`src/rtl/mul_writeback_ctrl_pkg.sv`:
```
// mul_writeback_ctrl_pkg: shared widths, default latency and the metadata stage entry
package mul_writeback_ctrl_pkg;
  localparam int MULT_STAGES_DEF = 2;
  localparam int REG_IDX_W       = 5;
  localparam int XLEN            = 32;
  localparam int NREG            = 1 << REG_IDX_W;
  typedef struct packed {
    logic                 valid;
    logic [REG_IDX_W-1:0] rd;
    logic [XLEN-1:0]      pc;
  } stage_t;
endpackage

```
`src/rtl/mul_writeback_ctrl_if.sv`:
```
// mul_writeback_ctrl_if: issue, multiplier result, stall/bypass and writeback signals
interface mul_writeback_ctrl_if;
  import mul_writeback_ctrl_pkg::*;
  logic                 hold_i;
  logic                 flush_i;
  logic                 issue_valid_i;
  logic                 issue_mul_i;
  logic [REG_IDX_W-1:0] issue_rd_idx_i;
  logic [REG_IDX_W-1:0] issue_ra_idx_i;
  logic [REG_IDX_W-1:0] issue_rb_idx_i;
  logic [XLEN-1:0]      issue_pc_i;
  logic [XLEN-1:0]      mul_value_i;
  logic                 issue_stall_o;
  logic                 byp_ra_valid_o;
  logic                 byp_rb_valid_o;
  logic [XLEN-1:0]      byp_value_o;
  logic                 wb_valid_o;
  logic [REG_IDX_W-1:0] wb_rd_idx_o;
  logic [XLEN-1:0]      wb_value_o;
  logic [XLEN-1:0]      wb_pc_o;
  modport master (
    output hold_i, flush_i, issue_valid_i, issue_mul_i, issue_rd_idx_i,
           issue_ra_idx_i, issue_rb_idx_i, issue_pc_i, mul_value_i,
    input  issue_stall_o, byp_ra_valid_o, byp_rb_valid_o, byp_value_o,
           wb_valid_o, wb_rd_idx_o, wb_value_o, wb_pc_o
  );
  modport slave (
    input  hold_i, flush_i, issue_valid_i, issue_mul_i, issue_rd_idx_i,
           issue_ra_idx_i, issue_rb_idx_i, issue_pc_i, mul_value_i,
    output issue_stall_o, byp_ra_valid_o, byp_rb_valid_o, byp_value_o,
           wb_valid_o, wb_rd_idx_o, wb_value_o, wb_pc_o
  );
endinterface

```
`src/rtl/mul_scoreboard.sv`:
```
// mul_scoreboard: per-register pending mask for in-flight multiplies and the RAW/WAW stall decision
module mul_scoreboard
  import mul_writeback_ctrl_pkg::*;
(
  input  logic                 clk_i,
  input  logic                 rst_ni,
  input  logic                 i_hold,
  input  logic                 i_flush,
  input  logic                 i_set,
  input  logic [REG_IDX_W-1:0] i_set_idx,
  input  logic                 i_clr,
  input  logic [REG_IDX_W-1:0] i_clr_idx,
  input  logic                 i_issue_valid,
  input  logic                 i_issue_mul,
  input  logic [REG_IDX_W-1:0] i_rd,
  input  logic [REG_IDX_W-1:0] i_ra,
  input  logic [REG_IDX_W-1:0] i_rb,
  input  logic                 i_ra_byp,
  input  logic                 i_rb_byp,
  output logic                 o_stall
);
  logic [NREG-1:0] r_pend;
  logic [NREG-1:0] w_pend_nxt;
  logic            w_match_ra;
  logic            w_match_rb;
  assign w_pend_nxt = (r_pend & ~(NREG'(i_clr) << i_clr_idx)) | (NREG'(i_set) << i_set_idx);
  assign w_match_ra = (i_ra != '0) & r_pend[i_ra] & ~i_ra_byp;
  assign w_match_rb = (i_rb != '0) & r_pend[i_rb] & ~i_rb_byp;
  assign o_stall    = i_issue_valid & (w_match_ra | w_match_rb | (i_issue_mul & r_pend[i_rd]));
  // clear-then-set so a same-cycle set wins; flush empties, hold freezes, x0 is never tracked
  always_ff @(posedge clk_i or negedge rst_ni) begin
    if (!rst_ni) r_pend <= '0;
    else if (i_flush) r_pend <= '0;
    else if (!i_hold) r_pend <= w_pend_nxt & ~NREG'(1);
  end
endmodule

```
`src/rtl/mul_writeback_ctrl.sv`:
```
// mul_writeback_ctrl: delays multiply metadata to meet the multiplier result and guards issue against hazards
module mul_writeback_ctrl
  import mul_writeback_ctrl_pkg::*;
#(
  parameter int MULT_STAGES = MULT_STAGES_DEF,
  parameter bit BYPASS_EN   = 1'b1
) (
  input logic                 clk_i,
  input logic                 rst_ni,
  mul_writeback_ctrl_if.slave bus
);
  stage_t [MULT_STAGES-1:0] r_stg;
  stage_t                   w_s1;
  stage_t                   w_sn;
  logic                     w_accept;
  logic                     w_retire;
  logic                     w_ra_byp;
  logic                     w_rb_byp;
  logic [MULT_STAGES-2:0]   w_ra_yng;
  logic [MULT_STAGES-2:0]   w_rb_yng;
  assign w_sn     = r_stg[MULT_STAGES-1];
  assign w_accept = bus.issue_valid_i & bus.issue_mul_i & ~bus.issue_stall_o & ~bus.hold_i & ~bus.flush_i;
  assign w_retire = w_sn.valid & ~bus.hold_i;
  assign w_s1     = '{valid: w_accept, rd: bus.issue_rd_idx_i, pc: bus.issue_pc_i};
  for (genvar g = 0; g < MULT_STAGES-1; g++) begin : g_yng
    assign w_ra_yng[g] = r_stg[g].valid & (r_stg[g].rd == bus.issue_ra_idx_i);
    assign w_rb_yng[g] = r_stg[g].valid & (r_stg[g].rd == bus.issue_rb_idx_i);
  end
  assign w_ra_byp = BYPASS_EN & w_sn.valid & (w_sn.rd == bus.issue_ra_idx_i) & (bus.issue_ra_idx_i != '0) & ~|w_ra_yng;
  assign w_rb_byp = BYPASS_EN & w_sn.valid & (w_sn.rd == bus.issue_rb_idx_i) & (bus.issue_rb_idx_i != '0) & ~|w_rb_yng;
  assign bus.byp_ra_valid_o = bus.issue_valid_i & w_ra_byp;
  assign bus.byp_rb_valid_o = bus.issue_valid_i & w_rb_byp;
  assign bus.byp_value_o    = bus.mul_value_i;
  assign bus.wb_valid_o     = w_sn.valid & (w_sn.rd != '0) & ~bus.hold_i;
  assign bus.wb_rd_idx_o    = w_sn.rd;
  assign bus.wb_pc_o        = w_sn.pc;
  assign bus.wb_value_o     = bus.mul_value_i;
  // metadata shift register: flush kills every entry, hold freezes, S1 captures the accepted multiply
  always_ff @(posedge clk_i or negedge rst_ni) begin
    if (!rst_ni) r_stg <= '0;
    else if (bus.flush_i) begin
      for (int k = 0; k < MULT_STAGES; k++) r_stg[k].valid <= 1'b0;
    end
    else if (!bus.hold_i) r_stg <= {r_stg[MULT_STAGES-2:0], w_s1};
  end
  mul_scoreboard u_sb (
    .clk_i         (clk_i),
    .rst_ni        (rst_ni),
    .i_hold        (bus.hold_i),
    .i_flush       (bus.flush_i),
    .i_set         (w_accept),
    .i_set_idx     (bus.issue_rd_idx_i),
    .i_clr         (w_retire),
    .i_clr_idx     (w_sn.rd),
    .i_issue_valid (bus.issue_valid_i),
    .i_issue_mul   (bus.issue_mul_i),
    .i_rd          (bus.issue_rd_idx_i),
    .i_ra          (bus.issue_ra_idx_i),
    .i_rb          (bus.issue_rb_idx_i),
    .i_ra_byp      (w_ra_byp),
    .i_rb_byp      (w_rb_byp),
    .o_stall       (bus.issue_stall_o)
  );
endmodule
```
`src/flat_wrapper.sv`:
```
// flat-port wrapper written by rule: the top's interface ports become plain ports
module mul_writeback_ctrl_flat import mul_writeback_ctrl_pkg::*;
#(
  parameter int MULT_STAGES = MULT_STAGES_DEF,
  parameter bit BYPASS_EN   = 1'b1
)
  (clk_i, rst_ni, bus_hold_i, bus_flush_i, bus_issue_valid_i, bus_issue_mul_i, bus_issue_rd_idx_i, bus_issue_ra_idx_i, bus_issue_rb_idx_i, bus_issue_pc_i, bus_mul_value_i, bus_issue_stall_o, bus_byp_ra_valid_o, bus_byp_rb_valid_o, bus_byp_value_o, bus_wb_valid_o, bus_wb_rd_idx_o, bus_wb_value_o, bus_wb_pc_o);
  mul_writeback_ctrl_if bus_i ();
  input logic clk_i;
  input logic rst_ni;
  input wire logic [$bits(bus_i.hold_i)-1:0] bus_hold_i;
  input wire logic [$bits(bus_i.flush_i)-1:0] bus_flush_i;
  input wire logic [$bits(bus_i.issue_valid_i)-1:0] bus_issue_valid_i;
  input wire logic [$bits(bus_i.issue_mul_i)-1:0] bus_issue_mul_i;
  input wire logic [$bits(bus_i.issue_rd_idx_i)-1:0] bus_issue_rd_idx_i;
  input wire logic [$bits(bus_i.issue_ra_idx_i)-1:0] bus_issue_ra_idx_i;
  input wire logic [$bits(bus_i.issue_rb_idx_i)-1:0] bus_issue_rb_idx_i;
  input wire logic [$bits(bus_i.issue_pc_i)-1:0] bus_issue_pc_i;
  input wire logic [$bits(bus_i.mul_value_i)-1:0] bus_mul_value_i;
  output wire logic [$bits(bus_i.issue_stall_o)-1:0] bus_issue_stall_o;
  output wire logic [$bits(bus_i.byp_ra_valid_o)-1:0] bus_byp_ra_valid_o;
  output wire logic [$bits(bus_i.byp_rb_valid_o)-1:0] bus_byp_rb_valid_o;
  output wire logic [$bits(bus_i.byp_value_o)-1:0] bus_byp_value_o;
  output wire logic [$bits(bus_i.wb_valid_o)-1:0] bus_wb_valid_o;
  output wire logic [$bits(bus_i.wb_rd_idx_o)-1:0] bus_wb_rd_idx_o;
  output wire logic [$bits(bus_i.wb_value_o)-1:0] bus_wb_value_o;
  output wire logic [$bits(bus_i.wb_pc_o)-1:0] bus_wb_pc_o;
  assign bus_i.hold_i = bus_hold_i;
  assign bus_i.flush_i = bus_flush_i;
  assign bus_i.issue_valid_i = bus_issue_valid_i;
  assign bus_i.issue_mul_i = bus_issue_mul_i;
  assign bus_i.issue_rd_idx_i = bus_issue_rd_idx_i;
  assign bus_i.issue_ra_idx_i = bus_issue_ra_idx_i;
  assign bus_i.issue_rb_idx_i = bus_issue_rb_idx_i;
  assign bus_i.issue_pc_i = bus_issue_pc_i;
  assign bus_i.mul_value_i = bus_mul_value_i;
  assign bus_issue_stall_o = bus_i.issue_stall_o;
  assign bus_byp_ra_valid_o = bus_i.byp_ra_valid_o;
  assign bus_byp_rb_valid_o = bus_i.byp_rb_valid_o;
  assign bus_byp_value_o = bus_i.byp_value_o;
  assign bus_wb_valid_o = bus_i.wb_valid_o;
  assign bus_wb_rd_idx_o = bus_i.wb_rd_idx_o;
  assign bus_wb_value_o = bus_i.wb_value_o;
  assign bus_wb_pc_o = bus_i.wb_pc_o;
  mul_writeback_ctrl #(.MULT_STAGES(MULT_STAGES), .BYPASS_EN(BYPASS_EN)) u_core (.clk_i(clk_i), .rst_ni(rst_ni), .bus(bus_i));
endmodule
```
`config.mk`:
```
export PLATFORM = sky130hd
export DESIGN_NAME = mul_writeback_ctrl_flat
export DESIGN_NICKNAME = d
export VERILOG_FILES = /design/src/rtl/mul_writeback_ctrl_pkg.sv /design/src/rtl/mul_writeback_ctrl_if.sv /design/src/rtl/mul_scoreboard.sv /design/src/rtl/mul_writeback_ctrl.sv /design/src/flat_wrapper.sv
export SDC_FILE = /design/constraint.sdc
export NUM_CORES = 1
export LEC_CHECK = 0
export CAP_MARGIN = 20
export CORE_AREA = 10 10 164 151
export CTS_BUF_LIST = sky130_fd_sc_hd__clkbuf_4 sky130_fd_sc_hd__clkbuf_8
export CTS_CLUSTER_SIZE = 24
export DETAILED_ROUTE_END_ITERATION = 10
export DIE_AREA = 0 0 174 161
export GPL_TIMING_DRIVEN = 1
export SLEW_MARGIN = 20
export SYNTH_ARGS = -nofsm -noshare
export SYNTH_HDL_FRONTEND = slang
export SYNTH_SLANG_ARGS = --single-unit
export TNS_END_PERCENT = 100
```
`constraint.sdc`:
```
create_clock -name clk_i -period 2.4 [get_ports clk_i]
set_input_delay 0.24 -clock clk_i [delete_from_list [all_inputs] [get_ports clk_i]]
set_output_delay 0.24 -clock clk_i [all_outputs]
set_load 0.02 [all_outputs]
```
==> tab_implementation.tex, run 1 <==
\begin{tabular}{lr}
\hline
Metric & Value \\
\hline
\multicolumn{2}{l}{\textbf{Setup path}} \\
\quad Cell type of the slowest stage on the worst timing path & sky130\_fd\_sc\_hd\_\_mux4\_2 \\
\quad Endpoint kind of the worst setup timing path & output port \\
\quad Kind of critical path & reg -> out \\
\quad Crit path required time & 2160 ps \\
\quad Startpoint of the most critical register-to-register path & u\_core.u\_sb.r\_pend[11] \\
\quad Worst path max stage delay & 470 ps \\
\quad Peak fanout along the critical path & 3 \\
\quad Chain of cells forming the critical path & buf\_6, mux4\_2, nor2\_2, nor4\_2, nor4\_4, nor2b\_2, o21a\_2, buf\_6 \\
\quad Setup slack on the worst flop-to-flop path & -120 ps \\
\quad Path depth of the worst reg2reg path & 8 \\
\quad Type of element launching the critical path & register \\
\quad Stages on worst setup path & 8 \\
\quad Reg-to-Reg End & u\_core.u\_sb.r\_pend[26] \\
\quad Most prevalent standard cell on the critical path & sky130\_fd\_sc\_hd\_\_buf\_6 \\
\quad Crit path arrival time & 2460 ps \\
\quad CP Buf/Inv Count & 2 \\
\quad Category of cells accounting for the largest share of critical-path delay & simple AND/OR/NAND/NOR gates \\
\multicolumn{2}{l}{\textbf{CTS}} \\
\quad CTS root buf & sky130\_fd\_sc\_hd\_\_clkbuf\_8 \\
\quad Clock Pin Slew Worst Setup and Hold Paths & 110 ps \\
\quad CTS sink count & roughly 110 \\
\quad H-tree Lvls & 3 \\
\quad Clock latency reported for the late side of the worst-skew pair & 390 ps \\
\quad Clk buf depth & 2 \\
\quad Number of buffers created by CTS & 9 \\
\quad CTS tree & done \\
\multicolumn{2}{l}{\textbf{Die}} \\
\quad Die Span X & approximately 170 um \\
\quad DIE AREA & about 28,000 um2 \\
\quad Placeable core region & 21,300 um2 \\
\quad Placement row count & 51 \\
\quad Number of placed I/O pins & 190 \\
\quad Die Ht & 161 um \\
\quad Initial Utilization & 29.5\% \\
\multicolumn{2}{l}{\textbf{Run status}} \\
\quad Status & finished, violations left \\
\quad Violations in the final reports & negative setup slack \\
\multicolumn{2}{l}{\textbf{Timing}} \\
\quad Worst Hold Margin & 432 ps \\
\quad Setup repair after global routing missed its margin & yes \\
\quad Number of max-slew violations in the final report & 0 \\
\quad Worst slew margin relative to its limit & 53.3\% \\
\quad Measured slew at the worst slew-check pin & 700 ps \\
\quad Clock skew after layout & about 17 ps \\
\quad Min Tclk post-route & 2700 ps \\
\quad Post-route worst setup slack & -296 ps \\
\quad Fin crit share & 112\% \\
\quad Hold Vio Cnt, Final & 0 \\
\quad Highest clock rate & 371 MHz \\
\quad Finish-stage setup viols & 32 \\
\multicolumn{2}{l}{\textbf{GRT}} \\
\quad Aggregate global routing overflow & 0 \\
\quad Via count of the first global-routing pass & between 4,000 and 5,000 \\
\quad Maximum number of pins on one net before global-route repair & 80 \\
\quad Number of antenna violations at the first check in global routing & 0 \\
\quad GRT Overall Usage & 12.2\% \\
\quad Global-route wire length before repair & $\sim$28 mm \\
\multicolumn{2}{l}{\textbf{Route}} \\
\quad DR vias & 4,509 \\
\quad DRC violation count after routing & 0 \\
\quad TritonRoute pass-1 iters & 6 \\
\quad Count of routing violations after the opening detailed-route iteration & 400 \\
\quad Drt wl/cell & $\sim$19 um \\
\quad DRT Wirelength & 17.2 mm \\
\quad Antenna violation net count after detailed routing & 0 \\
\quad Via/cell ratio & 5.00 \\
\multicolumn{2}{l}{\textbf{Min path}} \\
\quad Class of the most critical hold timing path & in -> async \\
\multicolumn{2}{l}{\textbf{Synthesis}} \\
\quad Post-synthesis area per instance & between 10 and 15 um2 \\
\quad Leading cell type by number of instances after synthesis & sky130\_fd\_sc\_hd\_\_dfrtp\_1 \\
\quad Number of instances in the synthesized netlist & 559 \\
\quad Nets in the synthesized netlist & 644 \\
\quad Sequential area share after synthesis & 42.5\% \\
\quad Synthesized cell area & 6290 um2 \\
\quad Yosys top cell area share & 42.5\% \\
\quad Top cells by instance count after synthesis & sky130\_fd\_sc\_hd\_\_dfrtp\_1, sky130\_fd\_sc\_hd\_\_buf\_4, sky130\_fd\_sc\_hd\_\_mux2\_2 \\
\quad Share of flip-flops with an asynchronous set or reset after synthesis & between 90\% and 100\% \\
\quad Biggest area contributors in the synthesized netlist & sky130\_fd\_sc\_hd\_\_dfrtp\_1, sky130\_fd\_sc\_hd\_\_mux2\_2, sky130\_fd\_sc\_hd\_\_buf\_4 \\
\quad Number of distinct library cells after synthesis & 40 \\
\quad Post-synth top area cell & sky130\_fd\_sc\_hd\_\_dfrtp\_1 \\
\quad Yosys synthesis warning count & 0 \\
\quad Register bit total from synthesis & 107 \\
\quad EDFF count, synth & 0 \\
\quad Ys flop type & sky130\_fd\_sc\_hd\_\_dfrtp\_1 \\
\multicolumn{2}{l}{\textbf{Place}} \\
\quad Port Buffer Count & a little over 90 \\
\quad Cell area after placement & a little over 7000 um2 \\
\quad Gp weighted congestion & 0.900 \\
\quad DPL Wire Length & 12.9 mm \\
\quad Post-placement cell count & 878 \\
\multicolumn{2}{l}{\textbf{Cells and area}} \\
\quad Area growth from synthesis to layout & 22.7\% \\
\quad Number of standard cells in the final layout excluding fillers & 902 \\
\quad Total number of nets in the final design & 691 \\
\quad Total non-filler cell area in the finished layout & 7720 um2 \\
\quad ANT cells & 0 \\
\quad Share of cells above drive strength 1 & 38.6\% \\
\multicolumn{2}{l}{\textbf{Pwr}} \\
\quad Total power of the final layout & 4.75 mW \\
\quad Pwr per Cell Area & around 610 nW/um2 \\
\quad IR Drop Worst-Case VDD & around 0.43 mV \\
\quad Standby leakage power & between 3 and 4 nW \\
\multicolumn{2}{l}{\textbf{Job}} \\
\quad Number of maximum-capacitance constraint violations & 0 \\
\hline
\end{tabular}
-- sequential cells by signal (all words and copies together), names as in the netlist --
name                    flops
u_core.bus.wb_pc_o         32
u_core.bus.wb_rd_idx_o      5
u_core.r_stg               39
u_core.u_sb.r_pend         31
-- cell usage in the layout, fill, tap and decap left out, drive strengths merged, types with 2 or more instances in the layout --
master / count
xor2: 8
dlygate4sd2: 2
o211ai: 12
o41ai: 29
o311ai: 4
dfrtp: 107
o31ai: 3
clkdlybuf4s50: 86
inv: 7
mux2i: 12
buf: 85
nand2: 35
a31oi: 2
mux2: 83
a21oi: 5
nand2b: 4
nor3b: 2
mux4: 17
nor2: 19
nand4: 5
nand3b: 3
or2: 2
xnor2: 12
clkinv: 3
clkbuf: 12
nand3: 22
nor4: 5
o22ai: 4
nor3: 4
nor2b: 5
-- how the worst max path moves through the flow --
stage          slack (ps)                    from                 to
6_report             -300  u_core.u_sb.r_pend[11]  bus_issue_stall_o
5_1_grt              -360  u_core.u_sb.r_pend[11]  bus_issue_stall_o
3_5_place_dp         -890   bus_issue_rd_idx_i[0]  bus_issue_stall_o
2_1_floorplan           5   bus_issue_rb_idx_i[1]  bus_issue_stall_o
4_1_cts              -290  u_core.u_sb.r_pend[23]  bus_issue_stall_o
3_3_place_gp         -850   bus_issue_rd_idx_i[0]  bus_issue_stall_o
-- layer usage --
layer	GRT usage (%)	routed length, um	up-vias
met5	0	0	-
met2	18.9	8030	175
met3	4.66	1540	33
li1	-	-	2015
met1	15.3	7310	2286
met4	4.35	302	0
-- power by group --
part           leakage, nW  internal (mW)  switching (mW)
logic                 1.76          0.722           0.685
clock network        0.105          0.512           0.634
registers             1.33           2.04           0.150
total                 3.19           3.28            1.47
-- what timing repair did --
action | CTS | global route
pin swaps | 7 | 5
cloned | 0 | 0
hold buffers | 1 | 0
endpoints found under the setup margin | 34 | 36
endpoints found under the hold margin | 52 | 0
buffers inserted | 6 | 3
gates resized for setup | 39 | 14
-- metrics by stage --
| step | setup WS [ps] | utilization (%) | setup TNS [ps] |
|---|---|---|---|
| 2_1_floorplan | 5.21 | - | 0 |
| 3_3_place_gp | -846 | 34.1 | -18290 |
| 3_5_place_dp | -894 | 34.1 | -20820 |
| 4_1_cts | -294 | 35.9 | -2350 |
| 5_1_grt | -358 | 36.2 | -5710 |
| 6_report | -296 | 36.2 | -2880 |
-- logic make-up after synthesis --
kind of cell | synth area share (%)
buffers and inverters | 15.3
muxes | 22.8
and+or+nand+nor | 8.45
DFF | 42.5
AOI/OAI and AO/OA | 8.11
xor gates and xnor gates | 2.78
-- cell type report --
class                           instances  area, um2
Multi-Input combinational cell        306       2860
Clock inverter                          5       61.3
Clock buffer                           11        139
Tap cell                              291        364
Inverter                                6       22.5
Sequential cell                       107       2680
Timing Repair Buffer                  176       1590
Fill cell                            2138      13600
Note: power is estimated with default switching activity, not from simulation.
==> inputs of run 2 (changes only) <==
--- a/config.mk
+++ b/config.mk
@@ -12,5 +12,4 @@
 export DETAILED_ROUTE_END_ITERATION = 10
 export DIE_AREA = 0 0 174 161
-export GPL_TIMING_DRIVEN = 1
 export SLEW_MARGIN = 20
 export SYNTH_ARGS = -nofsm -noshare
==> constraint.sdc (replaced) <==
create_clock -name clk_i -period 2.4 [get_ports clk_i]
set_input_delay 0.72 -clock clk_i [delete_from_list [all_inputs] [get_ports clk_i]]
set_output_delay 0.72 -clock clk_i [all_outputs]
set_load 0.02 [all_outputs]
==> tab_implementation.tex, run 2 (synthesis gave the netlist of run 1 again) <==
\begin{tabular}{lr}
\hline
Metric & Value \\
\hline
\multicolumn{2}{l}{\textbf{Route}} \\
\quad DRC violation count after routing & 0 \\
\quad DRT Wirelength & roughly 18 mm \\
\quad Drt wl/cell & around 19 um \\
\quad Count of routing violations after the opening detailed-route iteration & 393 \\
\quad Via/cell ratio & 5.02 \\
\quad DR vias & 4,710 \\
\quad Antenna violation net count after detailed routing & 0 \\
\quad TritonRoute pass-1 iters & 5 \\
\multicolumn{2}{l}{\textbf{Timing}} \\
\quad Highest clock rate & 307 MHz \\
\quad Hold Vio Cnt, Final & 0 \\
\quad Setup repair after global routing missed its margin & yes \\
\quad Min Tclk post-route & 3250 ps \\
\quad Setup TNS & -8630 ps \\
\quad Post-route worst setup slack & -853 ps \\
\quad Finish-stage setup viols & 34 \\
\quad Fin crit share & 136\% \\
\quad Worst slew margin relative to its limit & between 60\% and 70\% \\
\quad Measured slew at the worst slew-check pin & $\sim$570 ps \\
\quad Worst Hold Margin & 294 ps \\
\quad Clock skew after layout & 17.1 ps \\
\quad Number of max-slew violations in the final report & 0 \\
\multicolumn{2}{l}{\textbf{Place}} \\
\quad Worst slack at placement & -1640 ps \\
\quad Port Buffer Count & 93 \\
\quad Post-placement cell count & 911 \\
\quad DPL Wire Length & 13.2 mm \\
\quad Cell area after placement & $\sim$7600 um2 \\
\quad Gp weighted congestion & 0.913 \\
\multicolumn{2}{l}{\textbf{CTS}} \\
\quad CTS root buf & sky130\_fd\_sc\_hd\_\_clkbuf\_8 \\
\quad Clk buf depth & 2 \\
\quad CTS tree & done \\
\quad Clock latency reported for the late side of the worst-skew pair & between 300 and 400 ps \\
\quad Number of buffers created by CTS & 9 \\
\quad CTS sink count & 107 \\
\quad Post-CTS Hold Buffers & 0 \\
\quad Clock Pin Slew Worst Setup and Hold Paths & 90 ps \\
\quad H-tree Lvls & 3 \\
\multicolumn{2}{l}{\textbf{Setup path}} \\
\quad Worst path max stage delay & roughly 480 ps \\
\quad Setup slack on the worst flop-to-flop path & -220 ps \\
\quad Chain of cells forming the critical path & clkdlybuf4s50\_1, buf\_6, nand2b\_1, o22ai\_2, nor4\_1, nor4\_4, nor2b\_2, o21a\_4, buf\_6 \\
\quad Crit path required time & 1680 ps \\
\quad Reg-to-Reg End & u\_core.u\_sb.r\_pend[17] \\
\quad Cell type of the slowest stage on the worst timing path & sky130\_fd\_sc\_hd\_\_clkdlybuf4s50\_1 \\
\quad Endpoint kind of the worst setup timing path & output port \\
\quad Type of element launching the critical path & primary input \\
\quad Peak fanout along the critical path & 7 \\
\quad Startpoint of the most critical register-to-register path & u\_core.u\_sb.r\_pend[14] \\
\quad Crit path arrival time & 2530 ps \\
\quad Path depth of the worst reg2reg path & 8 \\
\quad Kind of critical path & in -> out \\
\quad Most prevalent standard cell on the critical path & sky130\_fd\_sc\_hd\_\_buf\_6 \\
\multicolumn{2}{l}{\textbf{Cells and area}} \\
\quad ANT cells & 0 \\
\quad Max FFs per register & 39 \\
\quad Most frequent standard cell in the layout excluding fill and tap cells & sky130\_fd\_sc\_hd\_\_dfrtp\_1 \\
\quad Leading cell types in the layout, fill and taps excluded & sky130\_fd\_sc\_hd\_\_dfrtp\_1, sky130\_fd\_sc\_hd\_\_buf\_4, sky130\_fd\_sc\_hd\_\_mux2\_2, sky130\_fd\_sc\_hd\_\_clkdlybuf4s50\_1, sky130\_fd\_sc\_hd\_\_nand2\_1 \\
\quad Biggest register & u\_core.r\_stg \\
\quad Fillers & slightly above 2,000 \\
\quad Share of cells above drive strength 1 & between 40\% and 50\% \\
\quad Final core utilization & 38.7\% \\
\quad Area growth from synthesis to layout & 31.2\% \\
\quad Total non-filler cell area in the finished layout & 8250 um2 \\
\quad Number of standard cells in the final layout excluding fillers & around 940 \\
\quad Total number of nets in the final design & 729 \\
\multicolumn{2}{l}{\textbf{Die}} \\
\quad DIE AREA & 28,000 um2 \\
\quad Die Span X & 174 um \\
\quad Placeable core region & 21,300 um2 \\
\quad Die Ht & 161 um \\
\quad Placement row count & 51 \\
\quad Number of placed I/O pins & 190 \\
\quad Initial Utilization & between 20\% and 30\% \\
\multicolumn{2}{l}{\textbf{Run status}} \\
\quad Status & finished, violations left \\
\quad Violations in the final reports & negative setup slack \\
\multicolumn{2}{l}{\textbf{GRT}} \\
\quad Number of antenna violations at the first check in global routing & 0 \\
\quad Global-route wire length before repair & approximately 28 mm \\
\quad GRT Overall Usage & 12.6\% \\
\quad Via count of the first global-routing pass & around 5,000 \\
\quad Aggregate global routing overflow & 0 \\
\quad Maximum number of pins on one net before global-route repair & 65 \\
\multicolumn{2}{l}{\textbf{Pwr}} \\
\quad Pwr per Cell Area & 575 nW/um2 \\
\quad Standby leakage power & 3.49 nW \\
\quad IR Drop Worst-Case VDD & 0.337 mV \\
\quad Total power of the final layout & around 4.7 mW \\
\multicolumn{2}{l}{\textbf{Min path}} \\
\quad Class of the most critical hold timing path & in -> async \\
\multicolumn{2}{l}{\textbf{Job}} \\
\quad Number of maximum-capacitance constraint violations & 0 \\
\hline
\end{tabular}
run 2: cell count changes in the layout (fill, tap and decap cells not counted), moves of 4 or more:
cell,before,now
sky130_fd_sc_hd__buf_12,3,8
sky130_fd_sc_hd__buf_4,77,103
sky130_fd_sc_hd__buf_6,4,14
sky130_fd_sc_hd__buf_8,0,4
sky130_fd_sc_hd__clkdlybuf4s50_1,86,72
sky130_fd_sc_hd__xnor2_1,12,8
sky130_fd_sc_hd__xnor2_2,0,4
run 2: final cells by class:
type	count	area (um2)	share of cell area (%)
Inverter	6	22.5	0.273
Timing Repair Buffer	214	2000	24.3
Multi-Input combinational cell	306	3020	36.5
Clock inverter	4	26.3	0.318
Tap cell	291	364	4.41
Sequential cell	107	2680	32.5
Clock buffer	11	145	1.76
run 2: repair_timing:
action,4_1_cts,5_1_grt
pin swaps,25,11
cloned,2,0
gates resized for setup,109,32
hold endpoints to repair,0,0
setup endpoints to repair,36,37
setup buffers,14,2
run 2: worst max-delay path: cells and delay by family:
kind | cells | cell delay, ps
buf+inv | 3 | 760
compound gates | 2 | 420
simple gates | 4 | 640
run 2: power breakdown:
part | total [mW] | leakage, nW | internal, mW | switching [mW]
sequential | 2.20 | 1.33 | 2.05 | 0.158
clock | 1.02 | 0.0890 | 0.413 | 0.605
combinational | 1.52 | 2.07 | 0.798 | 0.727
total | 4.75 | 3.49 | 3.26 | 1.49
run 2: layer usage:
layer	share of wire, %	up-vias	track usage [%]
met1	41	2347	16.1
met3	9.3	28	3.22
li1	-	2091	-
met5	0	-	0
met4	1.6	0	4.66
met2	48	244	20.2
run 2: worst max path at each step:
stage	from	endpoint	slack, ps	depth (start not counted)
floorplan	bus_issue_ra_idx_i[0]	bus_issue_stall_o	-720	9
global placement	bus_issue_ra_idx_i[0]	bus_issue_stall_o	-1660	10
detailed placement	bus_issue_ra_idx_i[0]	bus_issue_stall_o	-1640	10
CTS	bus_issue_rd_idx_i[0]	bus_issue_stall_o	-880	9
global route	bus_issue_rd_idx_i[4]	bus_issue_stall_o	-940	9
finish	bus_issue_rd_idx_i[4]	bus_issue_stall_o	-850	9
